## config.mk

```make
export PLATFORM = sky130hd
export DESIGN_NAME = rca_seq_ctrl
export DESIGN_NICKNAME = d
export VERILOG_FILES = /design/src/rtl/rca_seq_ctrl.sv
export SDC_FILE = /design/constraint.sdc
export NUM_CORES = 1
export LEC_CHECK = 0
export ABC_AREA = 1
export CAP_MARGIN = 20
export CORE_ASPECT_RATIO = 0.8
export CORE_MARGIN = 1
export CORE_UTILIZATION = 50
export DETAILED_ROUTE_END_ITERATION = 7
export PLACE_DENSITY = 0.9
export SLEW_MARGIN = 0
export SYNTH_ARGS = -nofsm -noshare
export SYNTH_HDL_FRONTEND = slang
export SYNTH_SLANG_ARGS = --single-unit
```

## constraint.sdc

```tcl
create_clock -name clock -period 17.8 [get_ports clock]
set_input_delay 2.67 -clock clock [delete_from_list [all_inputs] [get_ports clock]]
set_output_delay 2.67 -clock clock [all_outputs]
set_load 0.005 [all_outputs]
```

## src/rtl/rca_seq_ctrl.sv

```systemverilog
// Multi-precision add/subtract sequencer: one shared 32-bit ripple-carry core,
// one word per clock, least-significant word first, carry chained in a register.

module rca32 (
    input  logic [31:0] a_i,
    input  logic [31:0] b_i,
    input  logic        ci_i,
    output logic [31:0] s_o,
    output logic        co_o
);
    logic c;

    always_comb begin
        c   = ci_i;
        s_o = '0;
        for (int i = 0; i < 32; i++) begin
            s_o[i] = a_i[i] ^ b_i[i] ^ c;
            c      = (a_i[i] & b_i[i]) | (c & (a_i[i] ^ b_i[i]));
        end
        co_o = c;
    end
endmodule

module rca_seq_ctrl #(
    parameter int WORDS = 4
) (
    input  logic              clock,
    input  logic              reset_n,
    input  logic              start,
    input  logic              sub,
    input  logic              ci,
    input  logic [32*WORDS-1:0] a,
    input  logic [32*WORDS-1:0] b,
    output logic              busy,
    output logic              done,
    output logic [32*WORDS-1:0] s,
    output logic              co,
    output logic              ovf,
    output logic [1:0]        dbg_state
);
    localparam int W     = 32 * WORDS;
    localparam int IDX_W = $clog2(WORDS);

    typedef enum logic [1:0] {
        ST_IDLE = 2'd0,
        ST_ADD  = 2'd1,
        ST_DONE = 2'd2
    } state_t;

    state_t           state_q, state_d;
    logic [IDX_W-1:0] idx_q, idx_d;
    logic             cy_q, cy_d;
    logic [W-1:0]     a_q, a_d, b_q, b_d, s_q, s_d;
    logic             co_q, co_d, ovf_q, ovf_d;

    logic [31:0] core_a, core_b, core_s;
    logic        core_co;

    assign core_a = a_q[idx_q*32 +: 32];
    assign core_b = b_q[idx_q*32 +: 32];

    rca32 u_rca32 (
        .a_i (core_a),
        .b_i (core_b),
        .ci_i(cy_q),
        .s_o (core_s),
        .co_o(core_co)
    );

    always_comb begin
        state_d = state_q;
        idx_d   = idx_q;
        cy_d    = cy_q;
        a_d     = a_q;
        b_d     = b_q;
        s_d     = s_q;
        co_d    = co_q;
        ovf_d   = ovf_q;
        case (state_q)
            ST_IDLE: begin
                if (start) begin
                    // Subtract is a + ~b + 1; the operand is inverted once at capture.
                    a_d     = a;
                    b_d     = sub ? ~b : b;
                    cy_d    = sub ? 1'b1 : ci;
                    idx_d   = '0;
                    state_d = ST_ADD;
                end
            end
            ST_ADD: begin
                s_d[idx_q*32 +: 32] = core_s;
                cy_d                = core_co;
                idx_d               = idx_q + IDX_W'(1);
                if (idx_q == IDX_W'(WORDS - 1)) begin
                    co_d    = core_co;
                    ovf_d   = (a_q[W-1] == b_q[W-1]) && (core_s[31] != a_q[W-1]);
                    idx_d   = '0;
                    state_d = ST_DONE;
                end
            end
            ST_DONE: state_d = ST_IDLE;
            default: state_d = ST_IDLE;
        endcase
    end

    always_ff @(posedge clock or negedge reset_n) begin
        if (!reset_n) begin
            state_q <= ST_IDLE;
            idx_q   <= '0;
            cy_q    <= 1'b0;
            a_q     <= '0;
            b_q     <= '0;
            s_q     <= '0;
            co_q    <= 1'b0;
            ovf_q   <= 1'b0;
        end else begin
            state_q <= state_d;
            idx_q   <= idx_d;
            cy_q    <= cy_d;
            a_q     <= a_d;
            b_q     <= b_d;
            s_q     <= s_d;
            co_q    <= co_d;
            ovf_q   <= ovf_d;
        end
    end

    assign busy      = (state_q == ST_ADD) || (state_q == ST_DONE);
    assign done      = (state_q == ST_DONE);
    assign s         = s_q;
    assign co        = co_q;
    assign ovf       = ovf_q;
    assign dbg_state = state_q;
endmodule

```

==> impl_metrics.yaml <==
cells_and_area:
  utilization_pct: 65.7
  drive_gt1_share_pct: 3.66
  syn2layout_area_growth_pct: 28.1
  final_nets: 2976
  layout_commonest_cell: "nand2_1"
  final_cell_mix: "nand2_1 (1262), clkdlybuf4s50_1 (392), dfrtp_1 (389)"
pwr:
  power_density_nw_per_um2: 201
  vdd_drop_max_uv: 113
  power_mw: 4.95
  leakage_nw: 12.2
logic_synthesis:
  ys_seq_elements: 391
  syn_inst: 2371
  ys_warn_count: 0
  ys_types: 20
  ys_seq_area_share_pct: 50.9
  synth_area_per_cell_um2: 8.10
  syn_nets: 2673
  syn_area_um2: 19200
sta:
  tightest_slew_ps: 1060
  fmax_ghz: 0.0694
  finalSetupTns_ps: 0
  fin_skew_ps: 16.0
  rsz0062_at_grt: "false"
  timing.hold.ws_ps: 479
  slew_headroom_pct: 29.3
  slew_violations: 0
  setup_viol: 0
  hold_violations: 0
  period_needed_ps: 14410
  min_period_over_period_pct: 81.0
critical_path:
  crit_fanout: 71
  worst_path_max_delay_cell: "buf_4"
  critPathCaptureType: "register"
  cpMostUsedCell: "fa_1"
  start_kind: "register"
  worstSetupPathType: "reg -> reg"
  arrival_ps: 14800
  slowest_delay_ps: 650
  worstPathRequired_ps: 18190
detailed_routing:
  final_antenna_net_count: 0
  wl_um: 62100
  vias: 17600
  viasPerCell: 5.48
  drt_iter0_markers: 2271
  dr.pass1.iters: 6
  wl_per_cell_um: 19.4
  route.detailed.drc: 0
die:
  dieArea_um2: 39200
  initial_utilization_pct: 51.3
  core_area_um2: 37400
  rows: 63
  pin_count: 395
  die_x_um: 221
  die_h_um: 177
cts:
  cts.sinks: 391
  cts_resized: 0
  cts_tree: "done"
  ctsHoldBuffers: 0
  cts_setup_buffers: 0
  numCtsBuffers: 41
  clkTransAtPathRegs_ps: 60
  root_buffer: "clkbuf_16"
  cts_buffer_depth: 3
  htreeDepth: 2
  clk-insertion-delay-late_ps: 550
place:
  hpwl_um: 44800
  portBuffers: 394
  gp_congestion: 0.960
global_routing:
  grt_pass1_wl_um: 94800
  track_usage_pct: 31.5
  antenna_found_initial: 15
  grt_max_degree: 193
  grt_pass1_vias: 17300
  overflow: 0
run:
  cap_violations: 0
status:
  run_status: "completed"
hold_path:
  hp-class: "reg -> reg"
==> where the power goes <==
part / internal, mW / leakage (nW) / switching (mW)
clock network: 0.540 / 0.708 / 0.357
registers: 1.28 / 5.01 / 0.258
logic: 0.886 / 6.49 / 1.63
==> cell usage after synthesis <==
cell,instances,area [um^2]
ha_1,9,113
nor2_1,16,60.1
o21ai_1,60,300
dfrtp_1,391,9780
nand2_2,2,12.5
xor2_1,128,1120
nor2_2,1,6.26
o211ai_1,6,45.0
nor2_4,1,11.3
buf_6,17,191
inv_1,63,236
fa_1,32,641
clkbuf_1,24,90.1
nand2_1,1262,4740
inv_2,4,15.0
nand2_4,1,11.3
buf_2,86,430
o21ai_0,70,350
buf_4,24,180
nand3_1,174,871
==> worst max-delay path, delay by kind of cell (launching register included) <==
| kind | cells | cell delay (ps) |
|---|---|---|
| AOI/OAI and AO/OA | 1 | 100 |
| DFF | 1 | 640 |
| adders and majority gates | 32 | 11880 |
| and+or+nand+nor | 5 | 500 |
| buffers and inverters | 7 | 1080 |
==> worst paths after layout <==
check,start,end,slack [ps],depth (start not counted)
max reg2reg,idx_q[0],s[63],3390,45
min in group asynchronous,reset_n,s[104],2220,1
min,b_q[90],b_q[90],480,2
max in group asynchronous,reset_n,b_q[115],14040,2
min reg2reg,b_q[90],b_q[90],480,2
max,idx_q[0],s[63],3390,45
==> area by class of cell <==
cell class | instances | area [um^2]
clock inverter | 12 | 153
fill | 2875 | 12800
inverter | 67 | 262
antenna | 11 | 27.5
sequential | 391 | 9790
multi-input combinational | 1762 | 8290
clock buffer | 62 | 1280
tap | 487 | 609
timing repair buffer | 411 | 4200
==> per-stage QoR <==
stage / std cells / setup WS [ps] / cell area (um^2)
6_report: 3203 / 3390 / 24600
3_3_place_gp: 3112 / 3900 / 23000
3_5_place_dp: 3114 / 3570 / 23100
4_1_cts: 3188 / 3530 / 24500
2_1_floorplan: 2371 / 5080 / 19200
5_1_grt: 3200 / 2790 / 24600
==> layer usage <==
metal / vias to the layer above / track usage [%] / part of all wire, %
met2: 1019 / 49.4 / 46
met1: 8402 / 40.4 / 39
met3: 200 / 7.32 / 9.3
met5: - / 0 / 0.11
met4: 10 / 18.8 / 6.0
li1: 7927 / - / -
==> state kept, by name (all words and copies together), names as in the netlist <==
signal / cells
dbg_state: 2
a_q: 128
idx_q: 2
ovf: 1
co: 1
b_q: 128
cy_q: 1
s: 128
==> cells by family after synthesis <==
| group | synth area share (%) |
|---|---|
| AO/OA/AOI/OAI | 3.62 |
| XOR/XNOR | 5.84 |
| adder cells (fa/ha/maj) | 3.92 |
| buffers and inverters | 5.95 |
| flip-flops | 50.9 |
| AND/OR/NAND/NOR | 29.7 |
(Power assumes the default switching activity.)
